===== config.mk =====
export PLATFORM = sky130hd
export DESIGN_NAME = inst_fetch
export DESIGN_NICKNAME = d
export VERILOG_FILES = /design/src/rtl/inst_fetch_pkg.sv /design/src/rtl/inst_fetch_fifo.sv /design/src/rtl/inst_fetch.sv
export SDC_FILE = /design/constraint.sdc
export NUM_CORES = 1
export LEC_CHECK = 0
export BUFFER_PORTS_ARGS = -buffer_cell sky130_fd_sc_hd__clkbuf_2
export CAP_MARGIN = 5
export CELL_PAD_IN_SITES_DETAIL_PLACEMENT = 0
export CELL_PAD_IN_SITES_GLOBAL_PLACEMENT = 2
export CORE_ASPECT_RATIO = 0.8
export CORE_MARGIN = 10
export CORE_UTILIZATION = 36
export CTS_CLUSTER_DIAMETER = 200
export DETAILED_ROUTE_END_ITERATION = 8
export PLACE_DENSITY = 0.83
export RECOVER_POWER = 25
export SLEW_MARGIN = 0
export SYNTH_ARGS = -nofsm -noshare
export SYNTH_HDL_FRONTEND = slang
export SYNTH_SLANG_ARGS = --single-unit

===== constraint.sdc =====
create_clock -name clk -period 8.2 [get_ports clk]
set_input_delay 2.05 -clock clk [delete_from_list [all_inputs] [get_ports clk]]
set_output_delay 2.05 -clock clk [all_outputs]
set_load 0.03 [all_outputs]

===== src/rtl/inst_fetch_pkg.sv =====
// inst_fetch_pkg: shared widths, reset pc, fsm states and buffer entry layout for the fetch unit
package inst_fetch_pkg;
  localparam int BR_WD = 33;
  localparam int PAIR_WD = 96;
  localparam logic [31:0] DEF_RESET_PC = 32'hbfc0_0000;
  typedef enum logic [1:0] {
    S_REQ    = 2'd0,
    S_WAIT   = 2'd1,
    S_CANCEL = 2'd2
  } fetch_state_e;
  typedef struct packed {
    logic [31:0] pc;
    logic [63:0] inst;
  } fetch_pair_t;
  function automatic logic [31:0] pair_base(input logic [31:0] pc);
    return {pc[31:3], 3'b000};
  endfunction
endpackage


===== src/rtl/inst_fetch_fifo.sv =====
// inst_fetch_fifo: fetch-pair buffer with flush; head is read from storage registers, zero when empty
module inst_fetch_fifo
  import inst_fetch_pkg::*;
#(
  parameter int DEPTH = 2,
  parameter int WIDTH = PAIR_WD
) (
  input  logic                           clk,
  input  logic                           rst,
  input  logic                           flush_i,
  input  logic                           push_i,
  input  logic                           pop_i,
  input  logic [WIDTH-1:0]               din_i,
  output logic                           valid_o,
  output logic [WIDTH-1:0]               dout_o,
  output logic [$clog2(DEPTH+1)-1:0]     count_o
);
  localparam int PW = $clog2(DEPTH);
  localparam int CW = $clog2(DEPTH+1);
  logic [WIDTH-1:0] mem_q [DEPTH];
  logic [PW-1:0] rd_q, wr_q;
  logic [CW-1:0] cnt_q;
  logic do_push, do_pop;
  assign do_pop = pop_i && cnt_q != '0;
  assign do_push = push_i && (cnt_q != CW'(DEPTH) || do_pop);
  assign valid_o = cnt_q != '0;
  assign dout_o = valid_o ? mem_q[rd_q] : '0;
  assign count_o = cnt_q;
  // storage write, no reset needed since the head is masked while empty
  always_ff @(posedge clk) begin
    if (do_push) mem_q[wr_q] <= din_i;
  end
  // pointers and occupancy; flush empties the buffer and overrides push/pop
  always_ff @(posedge clk) begin
    if (rst || flush_i) begin
      rd_q  <= '0;
      wr_q  <= '0;
      cnt_q <= '0;
    end else begin
      if (do_push) wr_q <= wr_q + 1'b1;
      if (do_pop) rd_q <= rd_q + 1'b1;
      cnt_q <= cnt_q + CW'(do_push) - CW'(do_pop);
    end
  end
endmodule


===== src/rtl/inst_fetch.sv =====
// inst_fetch: issues aligned pair fetches, tracks one outstanding request, buffers returned pairs
module inst_fetch
  import inst_fetch_pkg::*;
#(
  parameter int          FIFO_DEPTH = 2,
  parameter logic [31:0] RESET_PC   = DEF_RESET_PC
) (
  input  logic             clk,
  input  logic             rst,
  input  logic [BR_WD-1:0] br_bus,
  input  logic             stall,
  output logic             inst_req,
  output logic [31:0]      inst_addr,
  input  logic             inst_addr_ok,
  input  logic             inst_data_ok,
  input  logic [63:0]      inst_rdata,
  output logic             fetch_valid,
  output logic [31:0]      fetch_pc,
  output logic [63:0]      fetch_inst
);
  localparam int CW = $clog2(FIFO_DEPTH+1);
  fetch_state_e state_q;
  logic [31:0] pc_q, tag_q;
  logic [CW-1:0] count;
  logic br_e, accept, push, pop;
  fetch_pair_t head;
  assign br_e = br_bus[32];
  assign inst_addr = pair_base(pc_q);
  assign inst_req = state_q == S_REQ && count < CW'(FIFO_DEPTH);
  assign accept = inst_req && inst_addr_ok;
  assign push = state_q == S_WAIT && inst_data_ok && !br_e;
  assign pop = fetch_valid && !stall && !br_e;
  assign fetch_pc = head.pc;
  assign fetch_inst = head.inst;
  // fetch fsm with pc and request tag; a redirect cancels any in-flight response
  always_ff @(posedge clk) begin
    if (rst) begin
      state_q <= S_REQ;
      pc_q    <= RESET_PC;
      tag_q   <= '0;
    end else begin
      pc_q    <= br_e ? br_bus[31:0] : accept ? pair_base(pc_q) + 32'd8 : pc_q;
      tag_q   <= accept ? pc_q : tag_q;
      state_q <= state_q == S_REQ ? (accept ? (br_e ? S_CANCEL : S_WAIT) : S_REQ)
               : inst_data_ok ? S_REQ
               : br_e ? S_CANCEL : state_q;
    end
  end
  inst_fetch_fifo #(.DEPTH(FIFO_DEPTH), .WIDTH(PAIR_WD)) u_fifo (
    .clk    (clk),
    .rst    (rst),
    .flush_i(br_e),
    .push_i (push),
    .pop_i  (pop),
    .din_i  ({tag_q, inst_rdata}),
    .valid_o(fetch_valid),
    .dout_o (head),
    .count_o(count)
  );
endmodule

# After elaboration in Yosys (flattened, before gate mapping)
# Memory sizes are Yosys's and may differ from the RTL's. A register that Yosys moved wholly into a read port is not among the register bits.
# Cells that the tools add are included.
dict set report totals {
  register_bits 70
  mem_bits_rw 192
  memories 1
}
# name depth width read_ports rd_ports_with_merged_regs wr line_no
set mem_list {}
lappend mem_list {u_fifo.mem_q 2 96 1 1 1 inst_fetch_fifo.sv:20} ;# logic [WIDTH-1:0] mem_q [DEPTH];
dict set report op_classes {
  n_addsub 5
  n_lt_le_gt_ge 1
  eq_ne 2
  muxes 12
  n_reduce_logical 16
}
# cell count
set op_table {}
lappend op_table {{$mux W96} 1}
lappend op_table {{$mux W32} 2}
lappend op_table {{$add A32 B4 Y32 const B} 1}
lappend op_table {{$mux W2} 5}
lappend op_table {{$logic_and A1 B1 Y1} 8}
lappend op_table {{$mux W1} 4}
lappend op_table {{$reduce_bool A2 Y1} 2}
lappend op_table {{$reduce_bool A3 Y1} 1}
lappend op_table {{$add A1 B1 Y1 const B} 2}
lappend op_table {{$add A2 B1 Y2} 1}
lappend op_table {{$eq A2 B1 Y1 const B} 1}
lappend op_table {{$logic_not A1 Y1} 2}
lappend op_table {{$logic_not A2 Y1} 1}
lappend op_table {{$logic_or A1 B1 Y1} 2}
lappend op_table {{$lt A2 B2 Y1 const B} 1}
lappend op_table {{$ne A2 B2 Y1 const B} 1}
lappend op_table {{$sub A2 B1 Y2} 1}

# Longest topological paths before layout
# Gate-level depths: netlist of the first run.
dict set report depth {
  depth_word 8
  ltp_mapped 8
  mapped_depth_nobuf 8
}

# Cells and area by module
# Synthesis of the first run repeated with hierarchy kept, for this count alone.
dict set report hier_totals {
  cells_unflattened 855
  area_unflattened_um2 10816.6
}
# mod instances cells_per_inst area_each_um2
set modules_own_cells {}
lappend modules_own_cells {inst_fetch_fifo 1 433 7518.5}
lappend modules_own_cells {inst_fetch 1 422 3298.2}

# Worst setup path after synthesis of the first run
# Ideal clock, no wire load.
dict set report synth_path {
  path_kind {input to register}
  startpoint {in br_bus[32]}
  endpoint {mem u_fifo.mem_q[0][0] in the netlist's numbering, enable pin}
  arrival_time_ns 6.759
  t_required_ns 7.637
  path_slack_ns 0.878
  path_stages 4
  cell_sequence {inv_1 -> nand4b_1 -> a31oi_1 -> nor2b_1}
}
dict set report synth_via {
  elab_chain_cells 7
  word_cells_on_any_way 8
}
# element line_no
set synth_rtl {}
lappend synth_rtl {{from (decl)} inst_fetch.sv:10} ;# input logic [BR_WD-1:0] br_bus,
lappend synth_rtl {{$logic_not A1 Y1 (*)} {inst_fetch.sv:31, inst_fetch.sv:32}}
lappend synth_rtl {{$logic_and A1 B1 Y1} inst_fetch.sv:32} ;# assign pop = fetch_valid && !stall && !br_e;
lappend synth_rtl {{$logic_and A1 B1 Y1} inst_fetch_fifo.sv:24} ;# assign do_pop = pop_i && cnt_q != '0;
lappend synth_rtl {{$logic_or A1 B1 Y1} inst_fetch_fifo.sv:25} ;# assign do_push = push_i && (cnt_q != CW'(DEPTH) || do_pop);
lappend synth_rtl {{$logic_and A1 B1 Y1 (*)} inst_fetch_fifo.sv:25}
lappend synth_rtl {{$mux W1 (*)} inst_fetch_fifo.sv:31} ;# if (do_push) mem_q[wr_q] <= din_i;
lappend synth_rtl {{$mux W1 (not written as such) (*)} inst_fetch_fifo.sv:31}
lappend synth_rtl {{to (decl)} inst_fetch_fifo.sv:20}
# Every way passes the cells marked *; elsewhere a longest branch is shown, timed or not.

==> results.toml, run 1 <==
[run_status]
outcome = "complete, no violations"

[synthesis]
synth_compound_area_share_pct = 4.34
ys_seq_area_share_pct = 67.5
synthXorXnorAreaFrac_pct = 1.89
synth_edf_count = 192
synth.area.mux_share_pct = 9.22
synth_top_area_cell = "edfxtp_1"
synth_area_leaders = "edfxtp_1, dfxtp_1, mux2i_1"
syn_area_per_cell_um2 = 12.6
synth_top_area_share_pct = 54.2
synth_ff_type = "edfxtp_1"
synthSimpleGateAreaFrac_pct = 12.1
syn_area_mm2 = 0.0106
yosysUniqueCellTypes = 41
async_flop_share_pct = 0
synth_adder_area_share_pct = 0.353
synth_seq_cells = 263
synth_top_family_by_area = "simple AND/OR/NAND/NOR gates"
syn_inst = 842
yosys_warnings = 0

[sta]
fmax_mhz = 202
setup_tns_ps = 0
hold_violations = 0
finalMaxSlewViolations = 0
setup_viol = 0
fin_ws_ps = 3240
finalCritPeriodShare_pct = 60.5
period_needed_ps = 4960
max_slew_margin_pct = 26.8
tightest_slew_ps = 1100
clock_skew_ps = 11.3
rsz0062_at_grt = "false"

[drt]
first_pass_iters = 4
ant_nets = 0
vias_per_cell = 4.81
drt_iter0_markers = 454
wl_per_cell_um = 18.4
drcViolationCount = 0
wl_mm = 26.2
vias = 6839

[floorplanning]
dieHeight_um = 174
core_mm2 = 0.0292
rows = 56
ios = 232
start_util_pct = 36.4
dieArea_mm2 = 0.0369
chipWidth_um = 212

[layout]
diodes = 0
nNetsFinal = 1134
fillCellCount = 2800
area_growth_pct = 19.3
final_cell_mix = "clkbuf_2, edfxtp_1, nor2_1"
final_common_cell = "clkbuf_2"
drive_gt1_share_pct = 24.9

[placed_design]
io_buffer_count = 228
preCtsSetupSlack_ps = 2970
gp_congestion = 0.717
hpwl_mm = 18.0

[clocking]
cts_max_path_buffers = 3
clock_sinks = 263
htreeDepth = 1
cts_tree = "yes"
insertion_delay_ps = 540
postCtsHoldBufs = 0
clkTransAtPathRegs_ps = 60
post_cts_buffers = 0
cts-resized-gates = 0
numCtsBuffers = 28
root_buffer = "clkbuf_16"

[worst_setup_path]
cp_data_arrival_time_ps = 2910
start_kind = "flop"
r2r_slack_ps = 5490
crit_path_max_incr_delay_ps = 880
cp_top_family = "buffers and inverters"
path_max_fanout = 53
critPathSlowestCell = "dfxtp_4"
criticalPathCategory = "reg2out"
crit_chain = "buf_4 -> mux2i_1 -> nor2_1 -> clkbuf_2"
required_ps = 6150
end_kind = "output pin"
path_buf_inv = 2

[pwr]
p_leak_nw = 4.51
pwr_density_cell_mw_per_mm2 = 217
ir_drop_mv = 0.147

[global_routing]
antenna_found_initial = 0
grt_usage_pct = 13.6
grt-ovfl-total = 0
grt_pass1_wl_mm = 39.8
grt_start_max_net_pins = 72
grt_pass1_vias = 6896

[worst_hold_path]
hold_class = "reg2reg"

[run]
max_cap_viol_count = 0
==> cells in the mapped netlist (all sizes together) (2+ instances only) <==
cell type	number
dfxtp	71
and2	4
inv	13
nor2	132
or3	2
nand4	13
ha	3
and4	7
clkbuf	34
o21ai	8
nor4b	2
and3	4
a211oi	10
buf	46
nor3	12
xnor2	21
a21oi	52
nor4	6
edfxtp	192
nand3	11
a31o	5
o22ai	2
xor2	2
nand2	82
mux2i	98
==> cell type report <==
| type | instances | area, um^2 | share of cell area [%] |
|---|---|---|---|
| clock buffers | 36 | 731 | 5.75 |
| clock inverters | 10 | 88.8 | 0.700 |
| inverters | 13 | 48.8 | 0.384 |
| multi-input cells | 488 | 2990 | 23.6 |
| flip-flops and latches | 263 | 7190 | 56.6 |
| well taps | 377 | 472 | 3.71 |
| repair buffers | 235 | 1170 | 9.25 |
==> power breakdown <==
group | switching, mW | leakage, nW | internal (mW)
sequential | 0.0271 | 2.27 | 1.45
combinational | 0.0955 | 1.84 | 0.0501
clock | 0.483 | 0.396 | 0.654
total | 0.605 | 4.51 | 2.16
==> cells by family after synthesis <==
| logic type | Yosys count |
|---|---|
| AOI/OAI and AO/OA | 81 |
| muxes | 98 |
| adders and majority gates | 3 |
| DFF | 263 |
| other | 1 |
| and+or+nand+nor | 280 |
| xor gates and xnor gates | 23 |
| buffers and inverters | 93 |
==> path summary, 6_finish.rpt <==
check	from	to	cells past startpoint
min	pc_q[2]	tag_q[2]	2
max reg2reg	state_q[0]	u_fifo.mem_q[1][39]	4
max	flop	fetch_inst[15]	4
min reg2reg	pc_q[2]	tag_q[2]	2
==> metal layers <==
metal / track usage (%) / vias up / wire (um)
li1: - / 3339 / -
met1: 18.8 / 3240 / 12200
met2: 21.3 / 229 / 11800
met3: 3.29 / 31 / 1820
met4: 2.70 / 0 / 386
met5: 0 / - / 0
==> worst reg2reg max path: cells and delay by family (launching register included) <==
family | cells | cell delay [ps]
buf+inv | 1 | 610
compound gates | 1 | 370
flops | 1 | 420
simple gates | 2 | 950
==> metrics by stage <==
| step | total power [mW] | hold WS [ps] | cells | instance area (um^2) | utilization, % |
|---|---|---|---|---|---|
| finish | 2.76 | 451 | 1422 | 12700 | 43.5 |
| global route | 2.87 | 470 | 1422 | 12700 | 43.5 |
| CTS | 2.80 | 451 | 1422 | 12700 | 43.6 |
| detailed placement | 1.66 | 442 | 1376 | 11900 | 40.8 |
| global placement | 1.65 | 434 | 1376 | 11900 | 40.8 |
| floorplan | 1.60 | 425 | 844 | 10600 | - |
==> flip-flops by register name, summed over array words and instances, names as in the netlist, named ones only <==
signal and count:
state_q 2, u_fifo.rd_q 1, u_fifo.mem_q 192, u_fifo.wr_q 1, pc_q 32, tag_q 32
u_fifo.count_o 2
Power figures use the tool's default switching activity.
==> run 2: changes to the inputs <==
Settings changed: CORE_UTILIZATION 36 to 32, PLACE_DENSITY 0.83 to 0.78.
Clock period 8.2 ns to 4 ns, I/O delays scaled along.
==> run 2 against run 1 <==
  * Non-clock buffer count rose by 8
  * Global-route usage decreased by 0.82 points
  * Largest cell class unchanged
  * Die area rose by 11%
  * Setup slack lost 2400 ps
  * Register-to-register slack worse by 3700 ps
  * Total power grew 110%
  * Utilization decreased by 3.7 points
  * Via count is 1.5% higher
  * Critical path depth is the same
  * Sequential power increased by 100%
  * Cell count is 4.6% higher
  * Sequential share of layout area is 1.2 points lower
==> results.toml, run 2 (synthesis gave the netlist of run 1 again) <==
[clocking]
htreeDepth = 1
clkTransAtPathRegs_ps = 60
numCtsBuffers = 28
cts_max_path_buffers = 3
cts-resized-gates = 0
insertion_delay_ps = 560
cts_tree = "yes"
postCtsHoldBufs = 0
post_cts_buffers = 0
root_buffer = "clkbuf_16"
clock_sinks = 263

[floorplanning]
rows = 59
core_mm2 = 0.0326
dieHeight_um = 183
ios = 232
chipWidth_um = 224
start_util_pct = 32.6
dieArea_mm2 = 0.0410

[worst_setup_path]
rr_worst_depth = 9
critPathSlowestCell = "dfxtp_4"
setup.worst_path.end = "fetch_pc[27]"
start_kind = "flop"
r2r_end = "u_fifo.count_o[1]"
path_buf_inv = 2
criticalPathCategory = "reg2out"
required_ps = 3000
r2r_slack_ps = 1830
end_kind = "output pin"
cp_data_arrival_time_ps = 2210
path_max_fanout = 32
crit_path_max_incr_delay_ps = 740
reg2reg_from = "u_fifo.count_o[1]"
cp.depth = 4
crit_chain = "buf_4 -> mux2i_1 -> nor2_1 -> clkbuf_2"
cp_top_family = "flip-flops"

[layout]
final_cell_mix = "clkbuf_2, edfxtp_1, nor2_1"
final_common_cell = "clkbuf_2"
drive_gt1_share_pct = 25.2
largest_reg_flops = 192
top_regs = "u_fifo.mem_q: 192 flops, pc_q: 32 flops, tag_q: 32 flops"
area_growth_pct = 21.9
largest-register = "u_fifo.mem_q"
fillCellCount = 3165
final_cells = 1487
nNetsFinal = 1142

[drt]
drt_iter0_markers = 466
ant_nets = 0
wl_per_cell_um = 18.3
vias_per_cell = 4.67
vias = 6939
wl_mm = 27.3
drcViolationCount = 0
first_pass_iters = 5

[placed_design]
io_buffer_count = 228
placedCellCount = 1434
gp_congestion = 0.747
hpwl_mm = 19.1

[global_routing]
grt_pass1_vias = 7006
grt-ovfl-total = 0
antenna_found_initial = 1
grt_pass1_wl_mm = 41.6
grt_start_max_net_pins = 99
grt_usage_pct = 12.8

[pwr]
p_leak_nw = 4.59
p_sw_mw = 1.30
ir_drop_mv = 0.290
intPower_mw = 4.58
p_comb_share_pct = 5.2
switching_share_pct = 22.2
clkPwrFrac_pct = 43.4
pwr_density_cell_mw_per_mm2 = 454
p_seq_share_pct = 51.4

[sta]
setup_tns_ps = 0
worst_hold_slack_ps = 435
finalMaxSlewViolations = 0
rsz0062_at_grt = "false"
period_needed_ps = 3210
setup_viol = 0
finalCritPeriodShare_pct = 80.2
clock_skew_ps = 30.3
hold_violations = 0
max_slew_margin_pct = 42.6
fmax_mhz = 312
tightest_slew_ps = 860

[run_status]
outcome = "complete, no violations"

[worst_hold_path]
hold_class = "reg2reg"

[run]
max_cap_viol_count = 0
-- run 2: cell types whose count changed in the layout (fill, tap and decap cells not counted) --
cell / before / now
clkbuf_2: 203 / 195
clkbuf_1: 33 / 39
buf_12: 1 / 6
buf_4: 6 / 9
bufinv_16: 1 / 3
clkinv_2: 3 / 5
clkbuf_8: 0 / 1
clkinv_1: 3 / 4
clkinv_4: 1 / 2
diode_2: 0 / 1
inv_6: 0 / 1
-- run 2: per-layer routing --
metal / routed length (um) / global-route usage (%)
met5: 0 / 0
met4: 508 / 2.67
met3: 2010 / 4.20
met2: 12100 / 19.4
met1: 12700 / 17.5
-- run 2: power by group through the flow --
stage | clock network, mW | registers [mW] | logic, mW
3_3_place_gp | 0 | 3.09 | 0.311
6_report | 2.55 | 3.03 | 0.305
3_5_place_dp | 0 | 3.09 | 0.314
4_1_cts | 2.64 | 3.03 | 0.316
5_1_grt | 2.77 | 3.03 | 0.337
2_1_floorplan | 0 | 3.06 | 0.212
-- run 2: worst min path at each step --
| stage | from | end | slack (ps) | cells past startpoint |
|---|---|---|---|---|
| after detailed placement | tag_q[27] | u_fifo.mem_q[1][91] | 440 | 0 |
| after CTS | tag_q[31] | u_fifo.mem_q[1][95] | 430 | 0 |
| after floorplan | tag_q[0] | u_fifo.mem_q[0][64] | 430 | 0 |
| after global placement | tag_q[5] | u_fifo.mem_q[0][69] | 430 | 0 |
| final | tag_q[14] | u_fifo.mem_q[1][78] | 430 | 0 |
| after global routing | tag_q[14] | u_fifo.mem_q[0][78] | 460 | 0 |
-- run 2: stage by stage --
| step | total power, mW | setup slack [ps] | cell area, um^2 | utilization, % |
|---|---|---|---|---|
| final | 5.89 | 791 | 13000 | 39.8 |
| after global routing | 6.14 | 639 | 13000 | 39.8 |
| after CTS | 5.99 | 682 | 13000 | 39.9 |
| after detailed placement | 3.40 | 1080 | 12100 | 37.1 |
| after global placement | 3.40 | 1140 | 12100 | 37.1 |
| after floorplan | 3.28 | 620 | 10700 | - |
-- run 2: cell type report --
type	instances	area (um^2)	area share [%]
multi-input combinational	488	2990	23.1
timing repair buffer	243	1290	9.92
inverter	13	48.8	0.376
tap	427	534	4.12
antenna	1	2.50	0.0193
clock inverter	17	180	1.39
sequential	263	7190	55.4
clock buffer	35	737	5.68
-- run 2: worst reg2reg max path, delay by kind of cell (launching register included) --
family | cells | cell delay (ps)
flip-flops | 1 | 530
AND/OR/NAND/NOR | 3 | 460
adder cells (fa/ha/maj) | 2 | 450
XOR/XNOR | 2 | 320
buffers and inverters | 2 | 300
